[src/rtl/trs_cmd_stream_loader.sv]
// rtl/trs_cmd_stream_loader.sv - TRS-80 /CMD image parser with buffered RAM write port
module trs_cmd_stream_loader #(
    parameter int ADDR_W     = 24,
    parameter int LOAD_BASE  = 0,
    parameter int FIFO_DEPTH = 4,
    parameter int INDEX      = 2
) (
    input  logic              clk_sys,
    input  logic              reset,
    input  logic              ioctl_download,
    input  logic [7:0]        ioctl_index,
    input  logic              ioctl_wr,
    input  logic [7:0]        ioctl_dout,
    output logic              ioctl_wait,
    output logic              mem_wr,
    output logic [ADDR_W-1:0] mem_addr,
    output logic [7:0]        mem_data,
    input  logic              mem_ready,
    output logic              loader_download,
    output logic [15:0]       execute_addr,
    output logic              execute_enable,
    output logic              error
);
    localparam int PTR_W = (FIFO_DEPTH > 1) ? $clog2(FIFO_DEPTH) : 1;
    localparam int CNT_W = PTR_W + 1;

    typedef enum logic [3:0] {
        S_IDLE,
        S_TYPE,
        S_LEN,
        S_ADLO,
        S_ADHI,
        S_DATA,
        S_SLEN,
        S_SKIP,
        S_XLEN,
        S_XLO,
        S_XHI,
        S_DONE,
        S_ERR,
        S_FINISH
    } state_t;

    state_t            state;
    state_t            cur_state;
    logic              sel;
    logic              sel_q;
    logic              sel_rise;
    logic              sel_fall;
    logic              accept;
    logic              data_push;
    logic              xfer_seen;
    logic [8:0]        cnt;
    logic [15:0]       rec_addr;

    logic              pend_valid;
    logic [ADDR_W-1:0] pend_addr;
    logic [7:0]        pend_data;

    logic [ADDR_W-1:0] fifo_addr [FIFO_DEPTH];
    logic [7:0]        fifo_data [FIFO_DEPTH];
    logic [PTR_W-1:0]  wr_ptr;
    logic [PTR_W-1:0]  rd_ptr;
    logic [CNT_W-1:0]  count;
    logic [CNT_W-1:0]  count_next;
    logic [CNT_W:0]    occ_next;
    logic              pop;
    logic              fifo_idle;

    // Download selection and byte acceptance; a byte arriving with the rising edge is parsed as a type byte
    always_comb begin
        sel       = ioctl_download && (ioctl_index == 8'(INDEX));
        sel_rise  = sel && !sel_q;
        sel_fall  = !sel && sel_q;
        accept    = sel && ioctl_wr;
        cur_state = sel_rise ? S_TYPE : state;
        data_push = accept && (cur_state == S_DATA);
    end

    // FIFO head presentation and occupancy bookkeeping (staged byte counts as occupied)
    always_comb begin
        mem_wr     = (count != '0);
        mem_addr   = mem_wr ? fifo_addr[rd_ptr] : '0;
        mem_data   = mem_wr ? fifo_data[rd_ptr] : '0;
        pop        = mem_wr && mem_ready;
        count_next = count + CNT_W'(pend_valid) - CNT_W'(pop);
        occ_next   = {1'b0, count_next} + (CNT_W + 1)'(data_push);
        fifo_idle  = (count == '0) && !pend_valid;
    end

    // Record parser: one transition per accepted byte, end-of-load checks and start pulse
    always_ff @(posedge clk_sys) begin
        if (reset) begin
            state           <= S_IDLE;
            sel_q           <= 1'b0;
            loader_download <= 1'b0;
            error           <= 1'b0;
            execute_addr    <= 16'h0000;
            execute_enable  <= 1'b0;
            xfer_seen       <= 1'b0;
            cnt             <= 9'd0;
            rec_addr        <= 16'h0000;
        end else begin
            sel_q          <= sel;
            execute_enable <= 1'b0;
            if (sel_rise) begin
                error           <= 1'b0;
                execute_addr    <= 16'h0000;
                xfer_seen       <= 1'b0;
                loader_download <= 1'b1;
                state           <= S_TYPE;
            end
            if (sel_fall) begin
                // Anything other than a record boundary or a terminal state means the image was cut short
                if (state inside {S_LEN, S_ADLO, S_ADHI, S_DATA, S_SLEN, S_SKIP, S_XLEN, S_XLO, S_XHI}) begin
                    error <= 1'b1;
                end
                state <= S_FINISH;
            end else if (cur_state == S_FINISH) begin
                if (fifo_idle) begin
                    loader_download <= 1'b0;
                    execute_enable  <= xfer_seen && !error;
                    state           <= S_IDLE;
                end
            end else if (accept) begin
                case (cur_state)
                    S_TYPE: begin
                        if (ioctl_dout == 8'h01) begin
                            state <= S_LEN;
                        end else if (ioctl_dout == 8'h02) begin
                            state <= S_XLEN;
                        end else if ((ioctl_dout == 8'h00) || (ioctl_dout >= 8'h20)) begin
                            state <= S_ERR;
                            error <= 1'b1;
                        end else begin
                            state <= S_SLEN;
                        end
                    end
                    S_LEN: begin
                        // Lengths 0..2 encode 256..258; two of those bytes are the load address
                        cnt   <= ((ioctl_dout < 8'd3) ? {1'b1, ioctl_dout} : {1'b0, ioctl_dout}) - 9'd2;
                        state <= S_ADLO;
                    end
                    S_ADLO: begin
                        rec_addr[7:0] <= ioctl_dout;
                        state         <= S_ADHI;
                    end
                    S_ADHI: begin
                        rec_addr[15:8] <= ioctl_dout;
                        state          <= S_DATA;
                    end
                    S_DATA: begin
                        rec_addr <= rec_addr + 16'd1;
                        cnt      <= cnt - 9'd1;
                        state    <= (cnt == 9'd1) ? S_TYPE : S_DATA;
                    end
                    S_SLEN: begin
                        cnt   <= (ioctl_dout == 8'd0) ? 9'd256 : {1'b0, ioctl_dout};
                        state <= S_SKIP;
                    end
                    S_SKIP: begin
                        cnt   <= cnt - 9'd1;
                        state <= (cnt == 9'd1) ? S_TYPE : S_SKIP;
                    end
                    S_XLEN: begin
                        state <= S_XLO;
                    end
                    S_XLO: begin
                        execute_addr[7:0] <= ioctl_dout;
                        state             <= S_XHI;
                    end
                    S_XHI: begin
                        execute_addr[15:8] <= ioctl_dout;
                        xfer_seen          <= 1'b1;
                        state              <= S_DONE;
                    end
                    default: begin
                    end
                endcase
            end
        end
    end

    // Stage a decoded data byte for one cycle before it enters the FIFO
    always_ff @(posedge clk_sys) begin
        if (reset) begin
            pend_valid <= 1'b0;
            pend_addr  <= '0;
            pend_data  <= 8'h00;
        end else begin
            pend_valid <= data_push;
            if (data_push) begin
                pend_addr <= ADDR_W'(LOAD_BASE) + ADDR_W'(rec_addr);
                pend_data <= ioctl_dout;
            end
        end
    end

    // FIFO storage write
    always_ff @(posedge clk_sys) begin
        if (pend_valid) begin
            fifo_addr[wr_ptr] <= pend_addr;
            fifo_data[wr_ptr] <= pend_data;
        end
    end

    // FIFO pointers, count and stall request; stall keeps one slot for a byte already in flight
    always_ff @(posedge clk_sys) begin
        if (reset) begin
            wr_ptr     <= '0;
            rd_ptr     <= '0;
            count      <= '0;
            ioctl_wait <= 1'b0;
        end else begin
            if (pend_valid) begin
                wr_ptr <= wr_ptr + PTR_W'(1);
            end
            if (pop) begin
                rd_ptr <= rd_ptr + PTR_W'(1);
            end
            count      <= count_next;
            ioctl_wait <= (occ_next >= (CNT_W + 1)'(FIFO_DEPTH - 1));
        end
    end

endmodule
[config.mk]
export PLATFORM = sky130hd
export DESIGN_NAME = trs_cmd_stream_loader
export DESIGN_NICKNAME = d
export VERILOG_FILES = /design/src/rtl/trs_cmd_stream_loader.sv
export SDC_FILE = /design/constraint.sdc
export NUM_CORES = 1
export LEC_CHECK = 0
export BUFFER_PORTS_ARGS = -buffer_cell sky130_fd_sc_hd__buf_2
export CAP_MARGIN = 20
export CORE_UTILIZATION = 56
export DETAILED_ROUTE_END_ITERATION = 6
export GPL_TIMING_DRIVEN = 1
export PLACE_DENSITY = 0.87
export SLEW_MARGIN = 10
export SYNTH_ARGS = -nofsm -noshare
export SYNTH_HDL_FRONTEND = slang
export SYNTH_SLANG_ARGS = --single-unit
[constraint.sdc]
create_clock -name clk_sys -period 2.82 [get_ports clk_sys]
set_input_delay 0 -clock clk_sys [delete_from_list [all_inputs] [get_ports clk_sys]]
set_output_delay 0 -clock clk_sys [all_outputs]
set_load 0.02 [all_outputs]
* Word level (Yosys, flattened, before mapping)
Memory sizes are Yosys's and may differ from the RTL's. A register that Yosys moved wholly into a read port is not among the register bits. Cells that the tools add are included.
Word-level totals: flip-flop bits (word level) 83, RAM bits 96, output and inout bits 53, word-level logic and storage cells 132, memories 2
Operators by class: $add $sub $neg 8, $lt $le $gt $ge 3, equal/unequal tests 24, muxes and demuxes 48, bitwise logic cells 3, reductions and logical operators 26
Memory list:
- fifo_addr | depth 4, bits a word 16, rd ports 1, clocked after Yosys merged registers in 1, write ports 1, line 60 | logic [ADDR_W-1:0] fifo_addr [FIFO_DEPTH];
- fifo_data | depth 4, bits a word 8, rd ports 1, clocked after Yosys merged registers in 1, write ports 1, line 61 | logic [7:0] fifo_data [FIFO_DEPTH];
Operators by type and width (count):
- 2-to-1 mux 16 bit | 4
- case mux 4 bit (10 select lines) | 1
- == test 4 x 3 -> 1 bit, second input constant | 8
- 2-to-1 mux 4 bit | 8
- case mux 8 bit (2 select lines) | 2
- == test 4 bit, second input constant | 7
- case mux 9 bit (3 select lines) | 1
- 2-to-1 mux 24 bit | 1
- 2-to-1 mux 8 bit | 3
- 2-to-1 mux 1 bit | 20
- 2-to-1 mux 9 bit | 2
- adder 16 x 1 -> 16 bit, second input constant | 1
- == test 4 x 2 -> 1 bit, second input constant | 4
- == test 8 x 2 -> 1 bit, second input constant | 2
- AND reduction 4 bit | 3
- == test 9 x 1 -> 1 bit, second input constant | 1
- nonzero test 9 bit | 1
- subtractor 9 x 1 -> 9 bit, second input constant | 1
- subtractor 9 x 2 -> 9 bit, second input constant | 1
- == test 8 x 1 -> 1 bit, second input constant | 1
- greater-or-equal comparator 8 x 6 -> 1 bit, second input constant | 1
- logical AND 1 bit | 8
- zero test 8 bit | 1
- < comparator 8 x 2 -> 1 bit, second input constant | 1
- 16 further kinds | 29

* Depth between registers and ports, before layout
word-level depth 11, depth in mapped cells 13

* Least setup slack after synthesis
Ideal clock, no wire load.
path type register to register, start point register count[1], end point register ioctl_wait, library setup time 0.132 ns, arrival time 2.467 ns, required time 2.688 ns, slack 0.221 ns, stages on the path, launching flop included 13, path buffers 1, cell sequence dfxtp_1 > or3_1 > clkbuf_1 > and2_1 > ha_1 > inv_1 > ha_1 > inv_1 > fa_1 > xor2_1 > xnor2_1 > mux2i_1 > a21oi_1
On the way: longest elaborated chain between the ends 5, elaborated cells between the ends (all ways) 6
Ends and longest elaborated chain:
- from (decl) | line 64 | logic [CNT_W-1:0] count;
- from (signal assigned) | line 221 | count <= count_next;
- nonzero test 3 bit | line 82 | mem_wr = (count != '0);
- logical AND 1 bit | line 85 | pop = mem_wr && mem_ready;
- net pop | line 67 | logic pop;
- subtractor 3 x 1 -> 3 bit | line 86 | count_next = count + CNT_W'(pend_valid) - CNT_W'(pop);
- adder 3 x 1 -> 4 bit | line 87 | occ_next = {1'b0, count_next} + (CNT_W + 1)'(data_push);
- greater-or-equal comparator 4 x 2 -> 1 bit | line 222 | ioctl_wait <= (occ_next >= (CNT_W + 1)'(FIFO_DEPTH - 1));
- to (signal assigned) | line 222
- to (decl) | line 14 | output logic ioctl_wait,
The timed path passes the listed nets, and every way through them passes these cells. A chain may end at the register's enable or synchronous reset.

* Worst setup path in the final report
Ends and elaborated chain as after synthesis.

==> impl_metrics.ini <==
[cts]
insertion_delay_ns = 0.43
cts_max_level = 4
clkTransAtPathRegs_ns = 0.07
clockBufferDepth = 2
cts_root_buf = clkbuf_16
cts_num_sinks = 181
cts_made_buffers = 17
cts_tree = built

[timing]
finalSetupTns_ns = 0
skew_ns = 0.00918
maxSlewViolCount = 0
slew_headroom = 0.469
finalHoldViolCount = 0
setup_ws_ns = 0.183
finalCriticalPeriod_ns = 2.64
worst_pin_slew_ns = 0.789
rsz0062_at_grt = false
period_share = 0.935
setup_viol = 0
fmax_mhz = 379
timing.hold.ws_ns = 0.0360

[synthesis]
synthArstFlopShare = 0
syn_inst = 758
synth_common_cells = edfxtp_1, nand2_1, dfxtp_1, a21oi_1, clkbuf_1
yosysTopAreaCellShare = 0.349
synthDistinctLibCells = 73
synth_ff_type = edfxtp_1
synth_top_cell_by_area = edfxtp_1
synthesis.area_um2 = 8260
synth_most_common_cell = edfxtp_1
syn_area_per_cell_um2 = 10.9
ys_ff_latch = 181
ys_seq_area_frac = 0.555
synth.area.top_cells = edfxtp_1, dfxtp_1, mux4_2, nand2_1, a21oi_1
ys.warnings.count = 0
synth-edff-count = 96

[drt]
via_per_inst = 6.01
wl_mm = 18.4
antenna_left = 0
vias = 6124
routedWlPerCell_um = 18.0
first_pass_iters = 5
drc = 0
drt-initial-drc-count = 588

[worst_setup_path]
path_class = reg2reg
rrSetupSlack_ns = 0.18
crit_fanout = 3
crit_arrival_ns = 2.95
cp-end-kind = flop
required_ns = 3.13
setup.worst_path.start_class = flop

[global_routing]
grt_usage = 0.254
grt_max_degree = 42
grt_pass1_wl_mm = 29.3
grt_pass1_vias = 5652
antenna_found_initial = 0
gr-total-overflow = 0

[power_and_ir_drop]
max-vdd-ir-drop_mv = 0.425
powerDensity_nw_per_um2 = 727
power.total_mw = 6.89
cellLeakagePower_nw = 3.06

[floorplan]
ios = 74
initial_core_util = 0.571
fp.dieH_um = 123
dieWidth_um = 123
core_um2 = 14500
dieArea_um2 = 15200
floorplan.rows = 44

[cells_and_area]
fin_util = 0.655
finalNonFillerCells = 1019
diodes = 0
postLayoutCellArea_um2 = 9480
drive_gt1_frac = 0.192
ff_latch_area_um2 = 4580
area_growth_pct = 14.7
fillerInstances = 1038
multi_input_area_um2 = 3300
fin_nets = 856

[place]
pre_cts_ws_ns = 0.198
dp_hpwl_mm = 11.9
port-buffer-count = 65
place_inst = 977
place.gp.congestion = 0.970
placed_area_um2 = 8770

[status]
status = completed

[job]
cap_viol_max_count = 0

[min_path]
min_path_type = in2reg
-- sequential cells by signal, summed over array words and instances, names as in the netlist, named ones only --
signal,count
loader_download,1
execute_enable,1
pend_addr,16
error,1
fifo_addr,64
rd_ptr,2
state,4
pend_valid,1
fifo_data,32
execute_addr,16
xfer_seen,1
cnt,9
wr_ptr,2
ioctl_wait,1
count,3
pend_data,8
rec_addr,16
sel_q,1
-- cells in the final DEF (no fill, tap or decap), types with 5 or more instances in the layout --
| cell | synthesis | final |
|---|---|---|
| or4_1 | 7 | 7 |
| nand2_1 | 95 | 95 |
| xor2_1 | 5 | 5 |
| nor2b_1 | 5 | 5 |
| conb_1 | 1 | 8 |
| and2_1 | 30 | 30 |
| o21ai_0 | 21 | 21 |
| clkbuf_16 | 0 | 17 |
| or3_1 | 7 | 7 |
| o32ai_1 | 12 | 12 |
| nand4_1 | 8 | 8 |
| edfxtp_1 | 96 | 96 |
| nand3_1 | 35 | 35 |
| buf_4 | 8 | 27 |
| o31a_1 | 9 | 9 |
| a31oi_1 | 8 | 8 |
| dfxtp_1 | 85 | 85 |
| nor4_1 | 8 | 8 |
| dlygate4sd3_1 | 0 | 10 |
| mux4_2 | 24 | 24 |
| xnor2_1 | 5 | 5 |
| inv_6 | 0 | 5 |
| buf_2 | 6 | 65 |
| ha_1 | 12 | 12 |
| nor3_1 | 16 | 15 |
| inv_1 | 33 | 33 |
| a21oi_1 | 63 | 63 |
| nor2_1 | 31 | 31 |
| a211oi_1 | 7 | 7 |
| inv_8 | 0 | 5 |
-- worst paths after layout --
kind | start | to | depth (start not counted)
max | count[1] | ioctl_wait | 11
max reg2reg | count[1] | ioctl_wait | 11
min reg2reg | xfer_seen | xfer_seen | 2
min | mem_ready | flop | 4
-- per-layer routing --
metal / routed length (µm) / vias to the layer above / GRT usage / share of wire
met2: 8910 / 254 / 0.409 / 0.48
li1: - / 2919 / - / -
met1: 8120 / 2918 / 0.340 / 0.44
met3: 1060 / 33 / 0.0521 / 0.058
met5: 0 / - / 0 / 0
met4: 301 / 0 / 0.0911 / 0.016
-- what timing repair did --
item / 4_1_cts / 5_1_grt
endpoints found under the hold margin: 30 / 0
endpoints found under the setup margin: 0 / 0
resized for setup: 0 / 0
hold buffers: 10 / 0
setup buffers: 0 / 0
-- area by class of cell --
cell class                 count  share of cell area
clock buffer                  17              0.0449
clock inverter                15              0.0190
inverter                      34              0.0135
multi-input combinational    486               0.348
sequential                   181               0.484
tap                          184              0.0243
timing repair buffer         102              0.0663
-- power breakdown --
part | switching (mW) | internal [mW]
clock network | 1.12 | 1.28
registers | 0.0239 | 2.79
logic | 1.03 | 0.647
-- critical path: stages, from the launching register on --
cell and delay (ns):
dfxtp_1 0.34, or3_1 0.37, and2_1 0.21, ha_1 0.28, inv_1 0.06, ha_1 0.13
inv_1 0.05, fa_1 0.37, xor2_1 0.16, xnor2_1 0.26, mux2i_1 0.22, a21oi_1 0.08
-- cell families (layout without fill, tap and decap cells) --
family          Yosys count  after routing  synth area share
fa+ha+maj                13             13            0.0206
mux                      27             27            0.0692
other cells               1              8          0.000454
xor+xnor                 10             10            0.0106
compound gates          166            166             0.134
simple gates            262            262             0.161
buf+inv                  98            168            0.0492
flops                   181            181             0.555
Note: power is estimated with default switching activity, not from simulation.
